==> config.mk <==
export PLATFORM = sky130hd
export DESIGN_NAME = instruction_fetch_unit
export DESIGN_NICKNAME = d
export VERILOG_FILES = /design/src/rtl/cpu_pkg.sv /design/src/rtl/program_counter.sv /design/src/rtl/instruction_fetch_unit.sv
export SDC_FILE = /design/constraint.sdc
export NUM_CORES = 1
export LEC_CHECK = 0
export ABC_AREA = 1
export CORE_MARGIN = 4
export CORE_UTILIZATION = 47
export CTS_BUF_LIST = sky130_fd_sc_hd__clkbuf_4 sky130_fd_sc_hd__clkbuf_8
export DETAILED_ROUTE_END_ITERATION = 7
export PLACE_DENSITY_LB_ADDON = 0.1
export SETUP_SLACK_MARGIN = 0.2
export SKIP_CTS_REPAIR_TIMING = 1
export SLEW_MARGIN = 0
export SYNTH_ARGS = -nofsm -noshare
export SYNTH_HDL_FRONTEND = slang
export SYNTH_HIERARCHICAL = 1
export SYNTH_SLANG_ARGS = --single-unit
==> constraint.sdc <==
create_clock -name Clk_i -period 2.8 [get_ports Clk_i]
set_input_delay 0.56 -clock Clk_i [delete_from_list [all_inputs] [get_ports Clk_i]]
set_output_delay 0.56 -clock Clk_i [all_outputs]
set_load 0.02 [all_outputs]
==> src/rtl/cpu_pkg.sv <==
// cpu_pkg: shared CPU widths, fetch FSM states and opcode encoding
package cpu_pkg;

   localparam int PC_W    = 8;
   localparam int INSTR_W = 16;

   typedef enum logic [1:0] {IDLE, ISSUE, WAIT, CAPTURE} fetch_state_t;

   typedef enum logic [3:0] {
      OP_NOP, OP_LOAD, OP_STORE, OP_ADD, OP_SUB, OP_AND, OP_OR, OP_JMP, OP_JZ, OP_HALT
   } opcode_t;

   // The opcode lives in the top nibble of every instruction word
   function automatic opcode_t opcode_of(input logic [INSTR_W-1:0] instr);
      return opcode_t'(instr[INSTR_W-1 -: 4]);
   endfunction

endpackage

==> src/rtl/program_counter.sv <==
// program_counter: PC register with clear (priority) and increment, wraps modulo 2^PC_W
module program_counter
   import cpu_pkg::*;
(
   input  logic            Clk_i,
   input  logic            Reset_n_i,
   input  logic            clr_i,
   input  logic            inc_i,
   output logic [PC_W-1:0] pc_o
);

   logic [PC_W-1:0] pc_q;

   // clear beats increment; overflow silently wraps to zero
   always_ff @(posedge Clk_i) begin
      if (!Reset_n_i)  pc_q <= '0;
      else if (clr_i)  pc_q <= '0;
      else if (inc_i)  pc_q <= pc_q + 1'b1;
   end

   assign pc_o = pc_q;

endmodule

==> src/rtl/instruction_fetch_unit.sv <==
// instruction_fetch_unit: fetches one instruction word per request into IR and advances PC
module instruction_fetch_unit
   import cpu_pkg::*;
#(
   parameter int IMEM_LAT = 1
)
(
   input  logic               Clk_i,
   input  logic               Reset_n_i,
   input  logic               PC_clr_i,
   input  logic               Fetch_req_i,
   output logic               Imem_rd_o,
   output logic [PC_W-1:0]    Imem_addr_o,
   input  logic [INSTR_W-1:0] Imem_rdata_i,
   output logic [INSTR_W-1:0] IR_o,
   output logic [PC_W-1:0]    PC_o,
   output logic               Fetch_done_o,
   output logic               Busy_o
);

   // WAIT lasts IMEM_LAT-1 cycles so CAPTURE lines up with valid read data
   localparam logic [1:0] LAT_INIT = 2'(IMEM_LAT - 1);

   fetch_state_t        state_q;
   logic [1:0]          lat_cnt_q;
   logic [INSTR_W-1:0]  ir_q;
   logic                done_q;
   logic                rd_q;
   logic                busy_q;
   logic [PC_W-1:0]     pc;

   program_counter u_pc (
      .Clk_i     (Clk_i),
      .Reset_n_i (Reset_n_i),
      .clr_i     (PC_clr_i),
      .inc_i     (state_q == CAPTURE),
      .pc_o      (pc)
   );

   // fetch sequencer; strobe, busy and done are registered alongside the state
   always_ff @(posedge Clk_i) begin
      if (!Reset_n_i) begin
         state_q   <= IDLE;
         lat_cnt_q <= '0;
         ir_q      <= '0;
         done_q    <= 1'b0;
         rd_q      <= 1'b0;
         busy_q    <= 1'b0;
      end else if (PC_clr_i) begin
         state_q   <= IDLE;
         lat_cnt_q <= '0;
         done_q    <= 1'b0;
         rd_q      <= 1'b0;
         busy_q    <= 1'b0;
      end else begin
         done_q <= 1'b0;
         rd_q   <= 1'b0;
         case (state_q)
            IDLE: if (Fetch_req_i) begin
               state_q <= ISSUE;
               rd_q    <= 1'b1;
               busy_q  <= 1'b1;
            end
            ISSUE: begin
               lat_cnt_q <= LAT_INIT;
               state_q   <= (IMEM_LAT == 1) ? CAPTURE : WAIT;
            end
            WAIT: begin
               lat_cnt_q <= lat_cnt_q - 1'b1;
               if (lat_cnt_q == 2'd1) state_q <= CAPTURE;
            end
            CAPTURE: begin
               ir_q    <= Imem_rdata_i;
               done_q  <= 1'b1;
               busy_q  <= 1'b0;
               state_q <= IDLE;
            end
            default: state_q <= IDLE;
         endcase
      end
   end

   assign Imem_rd_o    = rd_q;
   assign Imem_addr_o  = pc;
   assign IR_o         = ir_q;
   assign PC_o         = pc;
   assign Fetch_done_o = done_q;
   assign Busy_o       = busy_q;

endmodule

# [Yosys cells after proc, flatten, opt, wreduce, memory -nomap -nowiden]
# Cells that the tools add are included.
[word_totals] register_bits=31 input_bits=20 out_inout_bits=35 word_cells=34
[op_classes] addsub=2 n_eq_ne=6 n_mux=8 bitwise=3 reduce_logical=8
[ops] cell="$add 8x1->8 const B" count=1
[ops] cell="$pmux 2 s4" count=1
[ops] cell="$reduce_and 2->1" count=3
[ops] cell="$eq 2x1->1 const B" count=2
[ops] cell="$eq 2x2->1 const B" count=2
[ops] cell="$mux 2" count=2
[ops] cell="$ne 2x2->1 const B" count=2
[ops] cell="$pmux 2 s2" count=1
[ops] cell="$reduce_bool 2->1" count=2
[ops] cell="$mux 1" count=3
[ops] cell="$not 1->1" count=3
[ops] cell="$reduce_or 3->1" count=1
[ops] cell="$logic_not 2->1" count=1
[ops] cell="$pmux 1 s2" count=1
[ops] cell="$reduce_or 2->1" count=1
[ops] cell="$sub 2x1->2 const B" count=1

# [Depth between registers and ports, before layout]
# Gate-level depths: netlist (run 1).
[depth] ltp_word=3 ltp_mapped=7 depth_no_buf=7

# [Modules after synthesis]
# Netlist (run 1), hierarchy kept.
[modules_own_cells] mod="instruction_fetch_unit" n_inst=1 cells_each=121 area_each_um2=969.7 seq_area_each_um2=460.4
[modules_own_cells] mod="program_counter" n_inst=1 cells_each=50 area_each_um2=361.6 seq_area_each_um2=160.2

# [Least setup slack after synthesis (run 1)]
# No wires, ideal clock.
[synth_path] path_type="register to register" startpoint="register state_q[1]" endpoint="register ir_q[0], in the netlist IR_o[0]" setup_ns=0.116 arrival_ns=1.157 t_required_ns=2.684 path_slack_ns=1.527 stages_incl_launch_ff=6 n_path_buf=1 period_less_slack_ns=1.273 path_cell_list="dfxtp_1 ha_1 nand2_4 buf_4 o21ai_0 nor2_1"
[synth_between] elab_chain_cells=2
[synth_lines] element="from (decl)" line_no="instruction_fetch_unit.sv:24" text="fetch_state_t state_q;"
[synth_lines] element="from (signal assigned)" line_no="instruction_fetch_unit.sv:66" text="state_q <= (IMEM_LAT == 1) ? CAPTURE : WAIT;"
[synth_lines] element="$eq 2x2->1" line_no="instruction_fetch_unit.sv:58" text="case (state_q)"
[synth_lines] element="$reduce_and 2->1 (no line)"
[synth_lines] element="to (signal assigned)" line_no="instruction_fetch_unit.sv:73" text="ir_q <= Imem_rdata_i;"
[synth_lines] element="to (decl)" line_no="instruction_fetch_unit.sv:26" text="logic [INSTR_W-1:0] ir_q;"
# Every way passes these cells.
# A chain may end at the register's enable or synchronous reset.

# [Worst setup path after layout (run 1)]
[layout_path] startpoint="register u_pc.pc_q[0], in the netlist u_pc/pc_o[0]" endpoint="output Imem_addr_o[0]"
[layout_rtl] element="from (decl)" line_no="program_counter.sv:12" text="logic [PC_W-1:0] pc_q;"
[layout_rtl] element="from (signal assigned)" line_no="program_counter.sv:18" text="else if (inc_i) pc_q <= pc_q + 1'b1;"
[layout_rtl] element="to (decl)" line_no="instruction_fetch_unit.sv:13" text="output logic [PC_W-1:0] Imem_addr_o,"
# No word-level cell between the ends.

==> results of run 1 <==
area by class of cell:
class,instances,area [sq um],share of cell area (%)
Multi-Input combinational cell,112,561,29.4
Timing Repair Buffer,55,548,28.7
Clock buffer,8,72.6,3.81
Inverter,17,66.3,3.48
Tap cell,31,38.8,2.03
Sequential cell,31,621,32.5
through the flow:
stage	utilization [%]	total power (uW)	setup slack (ns)	area, sq um	std cells
finish	69.7	846	0.816	1910	254
global route	69.7	886	0.750	1910	254
floorplan	-	501	1.53	1330	171
CTS	69.7	857	0.785	1910	254
global placement	67.1	542	0.872	1830	246
detailed placement	67.1	545	0.805	1830	246
per-layer routing:
metal	part of all wire [%]	vias up
li1	-	637
met1	39	518
met2	47	42
met3	11	10
met4	2.6	0
met5	0	-
placed cells by master (no fill, tap or decap), drive strengths merged:
master,count
nand3,6
dfxtp,31
buf,1
nand3b,1
nor3b,1
o21ai,20
nor2,45
a21oi,12
nand2,20
clkbuf,8
clkdlybuf4s50,54
nand4,1
ha,6
inv,17
state kept, by name, summed over array words and instances (netlist names):
name	cells
u_pc/pc_o	8
Fetch_done_o	1
IR_o	16
state_q	2
Busy_o	1
lat_cnt_q	2
Imem_rd_o	1
power groups by stage:
stage / combinational [uW] / clock (uW) / sequential, uW
floorplan: 35.5 / 0 / 466
CTS: 83.5 / 322 / 451
global route: 92.6 / 341 / 452
finish: 82.7 / 312 / 451
detailed placement: 83.2 / 0 / 462
global placement: 81.1 / 0 / 461
kinds of logic (layout without fill, tap and decap cells):
group	after synthesis	count (layout)	synth area share (%)
fa+ha+maj	6	6	5.64
flops	31	31	46.6
compound gates	32	32	12.0
buf+inv	28	80	11.3
simple gates	74	74	24.4
worst min-delay path by stage:
stage                  from            to  cells after the start
6_report       lat_cnt_q[1]  lat_cnt_q[1]                      2
5_1_grt            IR_o[14]      IR_o[14]                      2
4_1_cts        lat_cnt_q[1]  lat_cnt_q[1]                      2
3_5_place_dp   lat_cnt_q[1]  lat_cnt_q[1]                      2
3_3_place_gp   lat_cnt_q[1]  lat_cnt_q[1]                      2
2_1_floorplan  lat_cnt_q[1]  lat_cnt_q[1]                      2
==> results.ini, run 1 <==
[pwr]
p_leak_uw = 0.000736
p_int_uw = 649
p_switching_uw = 197
power.clock.fraction_pct = 36.9
power_density_nw_per_um2 = 444
seqPwrFrac_pct = 53.4
comb_power_share_pct = 9.8
peakVddDrop_v = 0.000380
switching_share_pct = 23.2

[sta]
fmax_ghz = 0.504
hold_viol = 0
setup_violations = 0
setup-tns-final_ns = 0
timing.final.crit_period_ns = 1.98
slew_violations = 0
min_period_over_period_pct = 70.8
max_slew_margin_pct = 70.9
fin_skew_ns = 0.00900
hold_ws_ns = 0.484
rsz0062_at_grt = no
worst_pin_slew_ns = 0.435

[logic_synthesis]
synth_cells = 171
ys_seq_area_share_pct = 46.6
yosys_most_used_dff = dfxtp_1
synth.avg_cell_area_sq_um = 7.79
netlist.top_cell.by_area = dfxtp_1
yosys_warnings = 6
synth_cell_types = 21
yosysTopAreaCellShare_pct = 46.6
synth_common_cells = 43 x nor2_1, 31 x dfxtp_1, 20 x o21ai_0, 18 x nand2_1, 13 x inv_1
synthArstFlopShare_pct = 0
syn_area_sq_um = 1330
mappedNetlistNets = 197
ys_ff_latch = 31
synth_edf_count = 0
synth_area_leaders = dfxtp_1 47%, nor2_1 12%, o21ai_0 7.5%
yosysMostFrequentCell = nor2_1

[grt]
top_usage_layer = met2
antenna_found_initial = 0
grt_pass1_vias = 1149
gr-usage-met2_pct = 29.9
met1_usage_pct = 16.1
gr-usage-met3_pct = 8.81
grt_max_degree = 19
grt_usage_pct = 17.0
overflow = 0
grt_first_pass_wirelength_mm = 4.60

[die]
chipHeight_microns = 61.2
core_area_sq_um = 2730
ios = 55
die_w_microns = 61.2
die_area_sq_um = 3750
rows = 19
start_util_pct = 48.7

[setup_path]
path_max_fanout = 6
rr_endpoint = u_pc/pc_o[6]
cp.depth = 1
cp-end-kind = primary output
worstSetupStartpointType = flip-flop
cp_num_buf_inv = 1
worstSetupStartpoint = u_pc/pc_o[0]
cp.required_ns = 2.24
worstRegToRegCells = 6
critPathTopFamily = buffers and inverters
crit_slowest_cell = clkdlybuf4s50_1
critical_path_class = reg -> out
crit_end = Imem_addr_o[0]
r2r-start = state_q[1]
cpPeakStageDelay_ns = 0.65
cp_data_arrival_time_ns = 1.42
r2r_slack_ns = 1.33
path_cells = clkdlybuf4s50_1

[place]
hpwl_mm = 2.16
place.gp.congestion = 0.684
numPortBuffers = 54

[finish]
n_antenna_cell = 0
area_delta_synth_final_pct = 43.2
drive_gt1_share_pct = 8.52
nets = 248
n_fill_cell = 236

[route]
wire_per_inst_microns = 11.3
drt-initial-drc-count = 52
drc = 0
drtAntennaViolNets = 0
vias = 1207
firstDrtPassIters = 4
via_per_inst = 4.75
drt-total-wl_mm = 2.87

[worst_hold_path]
hp-class = reg -> reg

[flow_run]
cap_violations = 0

[clocking]
htree_levels = 2
clock-root-buffer = clkbuf_4
clk_pin_slew_ns = 0.09
clockBufferDepth = 2
insertion_delay_ns = 0.34
cts-buffers-inserted = 5
cts_tree = yes
cts_num_sinks = 31

[run_status]
status = complete, no violations

(Power assumes the default switching activity.)
==> run 2, diff against run 1 <==
--- a/config.mk
+++ b/config.mk
@@ -7,7 +7,7 @@
 export LEC_CHECK = 0
 export ABC_AREA = 1
 export CORE_MARGIN = 4
-export CORE_UTILIZATION = 47
+export CORE_UTILIZATION = 39
 export CTS_BUF_LIST = sky130_fd_sc_hd__clkbuf_4 sky130_fd_sc_hd__clkbuf_8
 export DETAILED_ROUTE_END_ITERATION = 7
 export PLACE_DENSITY_LB_ADDON = 0.1
==> constraint.sdc (replaced) <==
create_clock -name Clk_i -period 1.59 [get_ports Clk_i]
set_input_delay 0.318 -clock Clk_i [delete_from_list [all_inputs] [get_ports Clk_i]]
set_output_delay 0.318 -clock Clk_i [all_outputs]
set_load 0.02 [all_outputs]
==> run 2 against run 1 <==
Setup slack got worse by 0.57 ns. Cell count increased by 7.1%. Clock-buffer cell count unchanged. Cell area increased by 6.7%. Flip-flop and latch count unchanged. Sequential share of layout area decreased by 1.8 points. Wire length increased by 10%. Die area increased by 18%. Combinational power increased by 84%. Largest power group unchanged.
==> results.ini, run 2 (synthesis gave the netlist of run 1 again) <==
[run_status]
status = complete, no violations

[worst_hold_path]
hp-start = lat_cnt_q[1]
hp-class = reg -> reg

[setup_path]
cp-end-kind = primary output
worstSetupStartpoint = u_pc/pc_o[0]
cp.required_ns = 1.27  ; -0.97 ns
path_max_fanout = 6  ; unchanged
cpPeakStageDelay_ns = 0.44  ; -0.21 ns
r2r-start = state_q[1]
crit_slowest_cell = dfxtp_1
cp_num_buf_inv = 1  ; unchanged
cp_data_arrival_time_ns = 1.02  ; -0.40 ns
critical_path_class = reg -> out
worstSetupStartpointType = flip-flop
path_cells = dlymetal6s2s_1
critPathTopFamily = flip-flops

[finish]
largest_reg_flops = 16  ; unchanged
finalCoreUtilization_pct = 64.5  ; -5.2 points
final_cells = 272  ; +7.1%
drive_gt1_share_pct = 12.7  ; +4.2 points
n_fill_cell = 294  ; +25%
n_antenna_cell = 0  ; unchanged
area_delta_synth_final_pct = 52.8
nets = 253  ; +2.0%
final_cell_mix = 43 x nor2_1, 32 x dlymetal6s2s_1, 29 x dfxtp_1
mostFrequentLayoutCell = nor2_1

[sta]
worst_pin_slew_ns = 0.253  ; -0.182 ns
fin_skew_ns = 0.00839  ; -0.000617 ns
max_slew_margin_pct = 83.1  ; +12 points
setup_violations = 0  ; unchanged
hold_viol = 0  ; unchanged
slew_violations = 0  ; unchanged
timing.final.crit_period_ns = 1.34
min_period_over_period_pct = 84.4
rsz0062_at_grt = yes
fmax_ghz = 0.745

[pwr]
peakVddDrop_v = 0.000464  ; +22%
power.clock.fraction_pct = 35.8  ; -1.1 points
p_leak_uw = 0.00136  ; +85%
power_density_nw_per_um2 = 724  ; +63%
comb_power_share_pct = 10.3  ; +0.5 points
p_switching_uw = 327  ; +66%
fin_total_pwr_uw = 1470  ; +74%
p_int_uw = 1150  ; +77%
seqPwrFrac_pct = 53.9  ; +0.5 points
switching_share_pct = 22.2  ; -1.1 points

[place]
dp_cells = 262  ; +6.5%
hpwl_mm = 2.40  ; +11%
place.gp.congestion = 0.771  ; +13%
numPortBuffers = 54  ; unchanged

[die]
die_area_sq_um = 4410  ; +18%
die_w_microns = 66.4  ; +8.5%
ios = 55  ; unchanged
rows = 20  ; +1
chipHeight_microns = 66.4  ; +8.5%
start_util_pct = 42.2  ; -6.5 points
core_area_sq_um = 3150  ; +15%

[grt]
grt_max_degree = 19  ; unchanged
grt_first_pass_wirelength_mm = 5.41  ; +18%
grt_pass1_vias = 1259  ; +9.6%
overflow = 0  ; unchanged
grt_usage_pct = 15.9  ; -1.1 points
antenna_found_initial = 0  ; unchanged

[clocking]
clock-root-buffer = clkbuf_4
cts_num_sinks = 31  ; unchanged
clk_pin_slew_ns = 0.09  ; about the same
htree_levels = 2  ; unchanged
clockBufferDepth = 2  ; unchanged
cts-buffers-inserted = 5  ; unchanged
insertion_delay_ns = 0.32  ; -0.02 ns
cts_tree = yes

[route]
via_per_inst = 4.51  ; -5.1%
drtAntennaViolNets = 0  ; unchanged
drc = 0  ; unchanged
vias = 1227  ; +1.7%
drt-total-wl_mm = 3.17  ; +10%
wire_per_inst_microns = 11.7  ; +3.1%
firstDrtPassIters = 4  ; unchanged
drt-initial-drc-count = 41  ; -21%

[flow_run]
cap_violations = 0  ; unchanged

-- run 2: cell count changes in the layout (fill, tap and decap cells not counted) --
cell             previous run  this run
clkbuf_2                    0         3
buf_6                       0         1
dlymetal6s2s_1              0        32
dfxtp_2                     0         1
dfxtp_1                    31        29
buf_4                       1         5
dfxtp_4                     0         1
clkdlybuf4s50_1            54        19
-- run 2: final timing paths --
kind	to	slack (ns)	depth (start not counted)
worst min register to register	lat_cnt_q[1]	0.47	2
worst max register to register	IR_o[3]	0.33	6
worst max-delay path	PC_o[0]	0.25	1
worst min-delay path	lat_cnt_q[1]	0.47	2
-- run 2: metrics by stage --
step           hold slack (ns)  cell area [sq um]  worst slack (ns)  TNS, ns
2_1_floorplan            0.441               1330             0.317        0
3_3_place_gp             0.451               1870             0.166        0
3_5_place_dp             0.455               1870             0.106        0
4_1_cts                  0.470               1950            -0.176    -2.14
5_1_grt                  0.510               2030             0.173        0
6_report                 0.470               2030             0.248        0
-- run 2: layout make-up --
class	instances	area (sq um)	share of cell area (%)
Clock buffer	8	72.6	3.57
Tap cell	44	55.1	2.71
Multi-Input combinational cell	112	561	27.6
Inverter	17	66.3	3.26
Timing Repair Buffer	60	654	32.2
Sequential cell	31	626	30.8
-- run 2: layer usage --
layer	part of all wire (%)	wire, microns	global-route usage [%]
met4	1.8	56	6.35
met1	43	1350	18.2
met3	6.9	220	7.14
met2	49	1540	25.7
met5	0	0	0
-- run 2: power groups by stage --
stage / clock [uW] / combinational [uW] / sequential [uW]
floorplan: 0 / 62.6 / 820
global placement: 0 / 147 / 812
detailed placement: 0 / 151 / 813
CTS: 550 / 151 / 795
global route: 591 / 171 / 795
finish: 527 / 152 / 793
==> run 3, diff against run 2 <==
==> constraint.sdc (replaced) <==
create_clock -name Clk_i -period 1.05 [get_ports Clk_i]
set_input_delay 0.21 -clock Clk_i [delete_from_list [all_inputs] [get_ports Clk_i]]
set_output_delay 0.21 -clock Clk_i [all_outputs]
set_load 0.02 [all_outputs]
==> run 3 against run 2 <==
The run now ends with negative setup slack left. Sequential power is 51% higher. Register-to-register slack worse by 0.45 ns. Clock power is 60% higher. Sequential share of layout area is 2.0 points lower. Via count is 7.6% higher. First-iteration DRC count is 29% higher. Worst hold slack worse by 0.21 ns. Clock-buffer cell count stayed put. Setup slack worse by 0.36 ns. Wire length is 9.6% higher. Combinational power is 100% higher.
==> results.ini, run 3 (synthesis gave the netlist of run 1 again) <==
[route]
wire_per_inst_microns = 12.1  ; +3.8%
firstDrtPassIters = 5  ; +1
via_per_inst = 4.60  ; +2.0%
drtAntennaViolNets = 0  ; unchanged
vias = 1320  ; +7.6%
drt-initial-drc-count = 53  ; +29%
drc = 0  ; unchanged
drt-total-wl_mm = 3.48  ; +9.6%

[setup_path]
r2r_slack_ns = -0.12  ; -0.45 ns
rr_endpoint = IR_o[0]
cp_num_buf_inv = 1  ; unchanged
cpPeakStageDelay_ns = 0.39  ; -0.05 ns
cp_data_arrival_time_ns = 1.40  ; +0.38 ns
critPathTopFamily = flip-flops
worstSetupStartpoint = state_q[0]
path_max_fanout = 10  ; +4
cp.required_ns = 1.29  ; +0.02 ns
path_cells = ha_4 -> nand2_4 -> buf_12 -> o21ai_1 -> nor2_1
crit_slowest_cell = dfxtp_4
r2r-start = state_q[0]
worstRegToRegCells = 5  ; -1
cp-end-kind = flip-flop
worstSetupStartpointType = flip-flop
critical_path_class = reg -> reg

[finish]
area_delta_synth_final_pct = 74.6
multi_input_area_sq_um = 688  ; +23%
seq_area_sq_um = 668  ; +6.8%
n_antenna_cell = 0  ; unchanged
largest_reg_flops = 16  ; unchanged
mostFrequentLayoutCell = nor2_1
final_cell_mix = 42 x nor2_1, 37 x buf_6, 23 x dfxtp_2
design_area_sq_um = 2320  ; +14%
nets = 268  ; +5.9%
drive_gt1_share_pct = 50.6  ; +38 points
n_fill_cell = 252  ; -14%

[clocking]
cts_num_sinks = 31  ; unchanged
clk_pin_slew_ns = 0.10  ; about the same
clock-root-buffer = clkbuf_4
insertion_delay_ns = 0.35  ; +0.03 ns
clockBufferDepth = 2  ; unchanged
cts-buffers-inserted = 5  ; unchanged
cts_tree = yes
htree_levels = 2  ; unchanged

[grt]
antenna_found_initial = 0  ; unchanged
grt_pass1_vias = 1251  ; -0.64%
grt_first_pass_wirelength_mm = 5.40  ; -0.26%
overflow = 0  ; unchanged
grt_max_degree = 17  ; -2
grt_usage_pct = 16.3  ; +0.39 points

[run_status]
status = finished, violations left
violations = negative setup slack

[sta]
setup_violations = 31  ; +31
worst_pin_slew_ns = 0.176  ; -0.0767 ns
final.setup.worst_slack_ns = -0.116  ; -0.364 ns
max_slew_margin_pct = 88.1  ; +5.0 points
min_period_over_period_pct = 111
slew_violations = 0  ; unchanged
rsz0062_at_grt = yes
hold_viol = 0  ; unchanged
hold_ws_ns = 0.263  ; -0.208 ns
fin_skew_ns = 0.0109  ; +0.00255 ns
timing.final.crit_period_ns = 1.17
fmax_ghz = 0.858

[pwr]
power_density_nw_per_um2 = 1010  ; +40%
peakVddDrop_v = 0.000854  ; +84%
p_leak_uw = 0.00101  ; -26%

[die]
chipHeight_microns = 66.4  ; unchanged
die_area_sq_um = 4410  ; unchanged
die_w_microns = 66.4  ; unchanged
rows = 20  ; unchanged
ios = 55  ; unchanged
core_area_sq_um = 3150  ; unchanged
start_util_pct = 42.2  ; unchanged

[flow_run]
cap_violations = 0  ; unchanged

[worst_hold_path]
hp-start = Reset_n_i
hold_end = Fetch_done_o
hp-class = in -> reg
min_path_cells = 4  ; +2

[place]
hpwl_mm = 2.45  ; +2.0%
numPortBuffers = 54  ; unchanged
dpl_cell_area_sq_um = 2040  ; +8.9%
place.gp.congestion = 0.779  ; +1.0%

## run 3: worst max-delay path by stage
stage	endpoint	slack (ns)	depth (start not counted)
after floorplan	IR_o[12]	0.01	6
after global placement	u_pc/pc_o[0]	-0.31	6
after detailed placement	u_pc/pc_o[1]	-0.34	6
after CTS	Imem_addr_o[6]	-0.51	1
after global routing	u_pc/pc_o[7]	-0.18	7
final	IR_o[0]	-0.12	5
## run 3: area by class of cell
| type | instances | area share (%) |
|---|---|---|
| Inverter | 17 | 3.28 |
| Tap cell | 44 | 2.37 |
| Clock buffer | 8 | 3.12 |
| Timing Repair Buffer | 75 | 32.9 |
| Sequential cell | 31 | 28.7 |
| Multi-Input combinational cell | 112 | 29.6 |
## run 3: routing by layer
layer  GRT usage [%]  vias up  part of all wire [%]
met1            16.5      586                    39
met5               0        -                     0
li1                -      684                     -
met3            7.99        8                   6.7
met2            28.9       42                    52
met4            5.33        0                   2.6
## run 3: through the flow
step	instances	setup TNS [ns]	util [%]	total power [uW]	setup slack [ns]
2_1_floorplan	171	0	-	1360	0.0131
4_1_cts	282	-17.21	67.0	2320	-0.507
3_3_place_gp	274	-9.60	64.7	1490	-0.307
6_report	287	-1.77	73.7	2350	-0.116
3_5_place_dp	274	-10.41	64.7	1500	-0.336
5_1_grt	287	-3.46	73.7	2450	-0.181
## run 3: report_power, final
part	internal [uW]	switching [uW]
Sequential	1180	15.5
Combinational	171	139
Clock	419	425
Total	1770	579
## run 3: worst register-to-register path: cells and delay by family, from the launching register on
kind / cells / cell delay [ns]
compound gates: 1 / 0.11
fa+ha+maj: 1 / 0.20
simple gates: 2 / 0.19
buf+inv: 1 / 0.17
flops: 1 / 0.39
